$ cat src/rtl/matrix_mult_sequencer_if.sv
// Bus between the matrix multiply sequencer and its A/B/C RAMs and controller.
// START is a level request taken only in IDLE; A/B read data is valid one cycle after its address; WRITE_EN_C qualifies ADDR_C/DATA_C for exactly one cycle.
interface matrix_mult_sequencer_if #(
    parameter int DATA_W = 3,
    parameter int ADDR_W = 4,
    parameter int ACC_W  = 8
);
    logic              START;
    logic [ADDR_W-1:0] ADDR_A;
    logic [ADDR_W-1:0] ADDR_B;
    logic [DATA_W-1:0] DATA_A;
    logic [DATA_W-1:0] DATA_B;
    logic [ADDR_W-1:0] ADDR_C;
    logic [ACC_W-1:0]  DATA_C;
    logic              WRITE_EN_C;
    logic              BUSY;
    logic              DONE;
    logic [2:0]        STATE_DBG;

    modport master (
        input  START, DATA_A, DATA_B,
        output ADDR_A, ADDR_B, ADDR_C, DATA_C, WRITE_EN_C, BUSY, DONE, STATE_DBG
    );

    modport slave (
        output START, DATA_A, DATA_B,
        input  ADDR_A, ADDR_B, ADDR_C, DATA_C, WRITE_EN_C, BUSY, DONE, STATE_DBG
    );
endinterface

$ cat src/rtl/matrix_mult_sequencer.sv
// Sequences row/column fetches from the A and B RAMs, multiply-accumulates each
// dot product and writes C = A x B into the result RAM, element by element.
module matrix_mult_sequencer #(
    parameter int N      = 3,
    parameter int DATA_W = 3,
    parameter int ADDR_W = 4,
    parameter int ACC_W  = 8
) (
    input logic CLK,
    input logic RST,
    matrix_mult_sequencer_if.master bus
);
    localparam int KW = (N > 1) ? $clog2(N) : 1;

    typedef enum logic [2:0] {
        S_IDLE  = 3'd0,
        S_FETCH = 3'd1,
        S_LAST  = 3'd2,
        S_WRITE = 3'd3,
        S_DONE  = 3'd4
    } state_t;

    state_t state, state_next;

    logic [KW-1:0]     k, k_d;
    logic              fetch_v_d;
    logic [ADDR_W-1:0] row_base, j, elem;
    logic [ADDR_W-1:0] addr_a, addr_b, addr_c;
    logic [ACC_W-1:0]  acc, prod;
    logic              write_en_c, busy, done;
    logic              last_k, last_elem, last_j;

    assign last_k    = (k == KW'(N - 1));
    assign last_j    = (j == ADDR_W'(N - 1));
    assign last_elem = (elem == ADDR_W'(N * N - 1));
    assign prod      = ACC_W'(bus.DATA_A) * ACC_W'(bus.DATA_B);

    always_comb begin
        state_next = state;
        case (state)
            S_IDLE:  if (bus.START) state_next = S_FETCH;
            S_FETCH: if (last_k) state_next = S_LAST;
            S_LAST:  state_next = S_WRITE;
            S_WRITE: state_next = last_elem ? S_DONE : S_FETCH;
            S_DONE:  state_next = S_IDLE;
            default: state_next = S_IDLE;
        endcase
    end

    always_ff @(posedge CLK) begin
        if (RST) begin
            state      <= S_IDLE;
            k          <= '0;
            k_d        <= '0;
            fetch_v_d  <= 1'b0;
            row_base   <= '0;
            j          <= '0;
            elem       <= '0;
            addr_a     <= '0;
            addr_b     <= '0;
            addr_c     <= '0;
            acc        <= '0;
            write_en_c <= 1'b0;
            busy       <= 1'b0;
            done       <= 1'b0;
        end else begin
            state      <= state_next;
            // RAM data lags its address by one cycle, so the accumulator is
            // steered by the fetch flag and k delayed to match; k_d==0 restarts
            // the sum, which clears the previous element for free.
            fetch_v_d  <= (state == S_FETCH);
            k_d        <= k;
            if (fetch_v_d) acc <= (k_d == '0) ? prod : acc + prod;

            write_en_c <= (state_next == S_WRITE);
            busy       <= (state_next == S_FETCH) || (state_next == S_LAST) ||
                          (state_next == S_WRITE);
            done       <= (state_next == S_DONE);

            case (state)
                S_IDLE: begin
                    if (bus.START) begin
                        k        <= '0;
                        row_base <= '0;
                        j        <= '0;
                        elem     <= '0;
                        addr_a   <= '0;
                        addr_b   <= '0;
                    end
                end
                S_FETCH: begin
                    if (!last_k) begin
                        k      <= k + KW'(1);
                        addr_a <= addr_a + ADDR_W'(1);
                        addr_b <= addr_b + ADDR_W'(N);
                    end
                end
                S_LAST: addr_c <= elem;
                S_WRITE: begin
                    if (!last_elem) begin
                        elem <= elem + ADDR_W'(1);
                        k    <= '0;
                        if (last_j) begin
                            j        <= '0;
                            row_base <= row_base + ADDR_W'(N);
                            addr_a   <= row_base + ADDR_W'(N);
                            addr_b   <= '0;
                        end else begin
                            j      <= j + ADDR_W'(1);
                            addr_a <= row_base;
                            addr_b <= j + ADDR_W'(1);
                        end
                    end
                end
                default: ;
            endcase
        end
    end

    assign bus.ADDR_A     = addr_a;
    assign bus.ADDR_B     = addr_b;
    assign bus.ADDR_C     = addr_c;
    assign bus.DATA_C     = acc;
    assign bus.WRITE_EN_C = write_en_c;
    assign bus.BUSY       = busy;
    assign bus.DONE       = done;
    assign bus.STATE_DBG  = state;
endmodule

$ cat src/flat_wrapper.sv
// flat-port wrapper written by rule: the top's interface ports become plain ports
module matrix_mult_sequencer_flat 
#(
    parameter int N      = 3,
    parameter int DATA_W = 3,
    parameter int ADDR_W = 4,
    parameter int ACC_W  = 8
)
  (CLK, RST, bus_START, bus_DATA_A, bus_DATA_B, bus_ADDR_A, bus_ADDR_B, bus_ADDR_C, bus_DATA_C, bus_WRITE_EN_C, bus_BUSY, bus_DONE, bus_STATE_DBG);
  matrix_mult_sequencer_if #(.DATA_W(DATA_W), .ADDR_W(ADDR_W), .ACC_W(ACC_W)) bus_i ();
  input logic CLK;
  input logic RST;
  input wire logic [$bits(bus_i.START)-1:0] bus_START;
  input wire logic [$bits(bus_i.DATA_A)-1:0] bus_DATA_A;
  input wire logic [$bits(bus_i.DATA_B)-1:0] bus_DATA_B;
  output wire logic [$bits(bus_i.ADDR_A)-1:0] bus_ADDR_A;
  output wire logic [$bits(bus_i.ADDR_B)-1:0] bus_ADDR_B;
  output wire logic [$bits(bus_i.ADDR_C)-1:0] bus_ADDR_C;
  output wire logic [$bits(bus_i.DATA_C)-1:0] bus_DATA_C;
  output wire logic [$bits(bus_i.WRITE_EN_C)-1:0] bus_WRITE_EN_C;
  output wire logic [$bits(bus_i.BUSY)-1:0] bus_BUSY;
  output wire logic [$bits(bus_i.DONE)-1:0] bus_DONE;
  output wire logic [$bits(bus_i.STATE_DBG)-1:0] bus_STATE_DBG;
  assign bus_i.START = bus_START;
  assign bus_i.DATA_A = bus_DATA_A;
  assign bus_i.DATA_B = bus_DATA_B;
  assign bus_ADDR_A = bus_i.ADDR_A;
  assign bus_ADDR_B = bus_i.ADDR_B;
  assign bus_ADDR_C = bus_i.ADDR_C;
  assign bus_DATA_C = bus_i.DATA_C;
  assign bus_WRITE_EN_C = bus_i.WRITE_EN_C;
  assign bus_BUSY = bus_i.BUSY;
  assign bus_DONE = bus_i.DONE;
  assign bus_STATE_DBG = bus_i.STATE_DBG;
  matrix_mult_sequencer #(.N(N), .DATA_W(DATA_W), .ADDR_W(ADDR_W), .ACC_W(ACC_W)) u_core (.CLK(CLK), .RST(RST), .bus(bus_i));
endmodule
$ cat config.mk
export PLATFORM = sky130hd
export DESIGN_NAME = matrix_mult_sequencer_flat
export DESIGN_NICKNAME = d
export VERILOG_FILES = /design/src/rtl/matrix_mult_sequencer_if.sv /design/src/rtl/matrix_mult_sequencer.sv /design/src/flat_wrapper.sv
export SDC_FILE = /design/constraint.sdc
export NUM_CORES = 1
export LEC_CHECK = 0
export CAP_MARGIN = 20
export CORE_ASPECT_RATIO = 1.2
export CORE_MARGIN = 3
export CORE_UTILIZATION = 55
export DETAILED_ROUTE_END_ITERATION = 12
export GPL_TIMING_DRIVEN = 0
export PLACE_DENSITY_LB_ADDON = 0.08
export SLEW_MARGIN = 0
export SYNTH_ARGS = -nofsm -noshare
export SYNTH_HDL_FRONTEND = slang
export SYNTH_SLANG_ARGS = --single-unit
$ cat constraint.sdc
create_clock -name CLK -period 4.2 [get_ports CLK]
set_clock_uncertainty 0.05 [all_clocks]
set_input_delay 1.26 -clock CLK [delete_from_list [all_inputs] [get_ports CLK]]
set_output_delay 1.26 -clock CLK [all_outputs]
set_load 0.03 [all_outputs]
==> flow_summary.ini <==
[routing]
avgRoutedWirePerCell_um = 16.2
vias_per_cell = 6.06
drtAntennaViolNets = 0
drt-pass1-iter-count = 5
num_vias = 2424
drc = 0
drt_iter0_drc = 120
routed_wl_um = 6490

[synthesis]
ys.warnings.count = 0
synth_area_leaders = dfxtp_1 33%, ha_1 9.7%, a21oi_1 4.4%, nand2_1 3.3%, nor3_1 3.3%
synth_cells = 303
synth_top_cell_area_share_pct = 33.2
synth_nets = 335
seq_area_frac_synth_pct = 33.2
synth-seq-cells = 43
synthArstFlopShare_pct = 0
syn_avg_cell_area_um2 = 8.56
syn_area_mm2 = 0.00259
synth_edf_count = 0
yosysUniqueCellTypes = 60
yosys.area.top_type = dfxtp_1
synthFlopType = dfxtp_1

[cts]
cts_setup_buffers = 0
root_buffer = clkbuf_8
clock_sinks = 43
ctsHoldBuffers = 0
clk_path_buf_depth = 2
htreeDepth = 2
cts_tree = built
clkLatencyLatePin_ps = 300
cts_made_buffers = 5
clk_pin_slew_ps = 80

[floorplanning]
num_rows = 26
core_area_mm2 = 0.00439
ios = 35
die_area_mm2 = 0.00558
die_x_um = 68.7
die_y_um = 81.2
start_util_pct = 59.0

[setup_path]
crit_fanout = 4
r2r-end = u_core.bus.DATA_C[6]
rr_worst_depth = 6
critPathKind = in2reg
cp-start-kind = primary input
timing.rr.start = u_core.bus.DATA_C[0]
crit_path_end_kind = register
cp.arrival_ps = 4240
r2r_setup_slack_ps = 2070
cp_slowest_stage_delay_ps = 610
critical_path_required_ps = 4360
crit_chain = clkdlybuf4s50_1 -> nand2_1 -> fa_1 -> inv_1 -> ha_1 -> fa_2 -> ha_4 -> o21ai_2 -> nor2_1 -> o41a_1 -> o32ai_1
slowest_stage = fa_2

[final_layout]
register_area_um2 = 861
n_fill_cell = 369
syn2layout_area_growth_pct = 20.3
fin_nets = 375
multiInputGateArea_mm2 = 0.00163
antenna_cells = 0
final_cell_area_mm2 = 0.00312
drive_gt1_share_pct = 9.59

[grt]
grt_pass1_vias = 2363
grt.overflow.total = 0
antenna_found_initial = 0
grt_use_total_pct = 24.8
grt_max_degree = 13
grt_pass1_wl_um = 10600

[sta]
hold_viol = 0
finalCritPeriodShare_pct = 97.1
period_minus_slack_ps = 4080
drv_slew = 0
setup_viol = 0
max-slew-margin-rel_pct = 40.9
rsz0062_at_grt = no
max_freq_mhz = 245
fin_ws_ps = 124
worst_pin_slew_ps = 884

[placed_design]
placed_area_mm2 = 0.00299
dp_hpwl_um = 4760
io_buffers = 33
pre_cts_slack_ps = -383
place_congestion = 0.882

[min_path]
hp-start = u_core.bus.ADDR_C[1]
holdPathEnd = u_core.bus.ADDR_C[1]
min_path_type = reg2reg
holdPathStages = 2

[power_and_ir_drop]
leakage_nw = 1.17
power_density_mw_per_mm2 = 280
peakVddDrop_mv = 0.186

[job]
drv_cap = 0

[outcome]
outcome = complete, no violations
layout make-up:
cell class                 instances  area share (%)
clock buffer                       7            2.45
multi-input combinational        231            52.2
sequential                        43            27.6
clock inverter                     1           0.161
timing repair buffer              33            10.6
buffer                            16            3.21
inverter                          13            1.57
tap                               56            2.25
report_power, final:
group          total [mW]  switching, mW  internal, mW
combinational       0.185          0.104        0.0813
clock               0.260          0.143         0.117
sequential          0.428         0.0104         0.418
total               0.874          0.258         0.616
worst max-delay path by stage:
stage | start | to | cells past startpoint | slack [ps]
after floorplan | bus_DATA_A[0] | u_core.bus.DATA_C[6] | 10 | 330
after global placement | bus_DATA_A[0] | u_core.bus.DATA_C[6] | 12 | -340
after detailed placement | bus_DATA_B[2] | u_core.bus.DATA_C[6] | 12 | -380
after CTS | bus_DATA_B[2] | u_core.bus.DATA_C[6] | 11 | 3
after global routing | bus_DATA_A[0] | u_core.bus.DATA_C[6] | 12 | 3
final | bus_DATA_A[0] | u_core.bus.DATA_C[6] | 11 | 120
timing repair:
action | in CTS | in global routing
endpoints found under the setup margin | 2 | 3
resized for setup | 3 | 4
pin swaps | 1 | 1
sequential cells by signal, indices dropped and copies added (netlist names):
| signal | cells |
|---|---|
| u_core.k_d | 2 |
| u_core.k | 2 |
| u_core.row_base | 4 |
| u_core.bus.DATA_C | 8 |
| u_core.bus.STATE_DBG | 3 |
| u_core.bus.BUSY | 1 |
| u_core.fetch_v_d | 1 |
| u_core.bus.ADDR_C | 4 |
| u_core.elem | 4 |
| u_core.bus.ADDR_A | 4 |
| u_core.bus.WRITE_EN_C | 1 |
| u_core.j | 4 |
| u_core.bus.DONE | 1 |
| u_core.bus.ADDR_B | 4 |
synth_stat cells, types with 3 or more instances:
cell type	n
dfxtp_1	43
fa_1	3
inv_1	13
buf_2	3
nand3b_1	3
mux2i_1	4
nand3_1	4
o21ai_1	4
ha_1	20
nor2_1	21
nand2b_1	6
nor3b_1	3
and2_1	9
o21ai_0	17
clkbuf_1	8
nand2_1	23
a211oi_1	9
o21bai_1	3
or3_1	6
a21o_1	6
buf_6	3
xnor2_1	4
nor3_1	17
a31oi_1	5
a21oi_1	23
logic make-up after synthesis:
group | after synthesis | synth area share, %
and+or+nand+nor | 110 | 23.4
AOI/OAI and AO/OA | 88 | 22.1
DFF | 43 | 33.2
buffers and inverters | 29 | 5.74
adders and majority gates | 23 | 12.0
xor gates and xnor gates | 5 | 1.69
muxes | 5 | 1.98
critical path, delay by kind of cell:
kind	cells	cell delay (ps)
adder cells (fa/ha/maj)	4	1590
AO/OA/AOI/OAI	3	700
buffers and inverters	2	520
AND/OR/NAND/NOR	2	150
placed cells by master (no fill, tap or decap), types with 2 or more instances in the layout:
master	synthesis	final
xnor2_1	4	4
ha_1	20	18
clkdlybuf4s50_1	0	33
nand3b_1	3	3
o21bai_1	3	3
dfxtp_1	43	43
clkbuf_1	8	10
mux2i_1	4	4
nor3b_1	3	3
nand2b_1	6	6
and2_1	9	9
o211ai_1	2	2
nand3_1	4	4
buf_6	3	3
a31o_2	2	2
nor2b_1	2	2
clkbuf_8	1	6
ha_4	0	2
a21o_1	6	6
nand4_1	2	2
nand2_1	23	23
buf_2	3	3
a31oi_1	5	5
or3b_1	2	2
nor3_1	17	17
o21ai_0	17	16
fa_1	3	2
o21ai_1	4	4
a21oi_1	23	23
nor2_1	21	21
a21oi_2	2	2
inv_1	13	13
or3_1	6	6
a211oi_1	9	8
o32ai_1	2	2
a311oi_1	2	2
metal layers:
layer  vias up  routed length [um]  GRT usage (%)
met4         0                 179           10.7
met3        18                 222           3.60
li1       1179                   -              -
met5         -                   0              0
met1      1157                2690           28.5
met2        70                3390           44.3
metrics by stage:
step / instances / power (mW) / hold WS, ps / setup TNS, ps / utilization [%]
floorplan: 303 / 0.556 / 398 / 0 / -
global placement: 392 / 0.606 / 419 / -968 / 68.1
detailed placement: 392 / 0.610 / 424 / -1280 / 68.1
CTS: 400 / 0.862 / 436 / 0 / 70.2
global route: 400 / 0.906 / 448 / 0 / 71.0
finish: 400 / 0.874 / 437 / 0 / 71.0
Note: power is estimated with default switching activity, not from simulation.
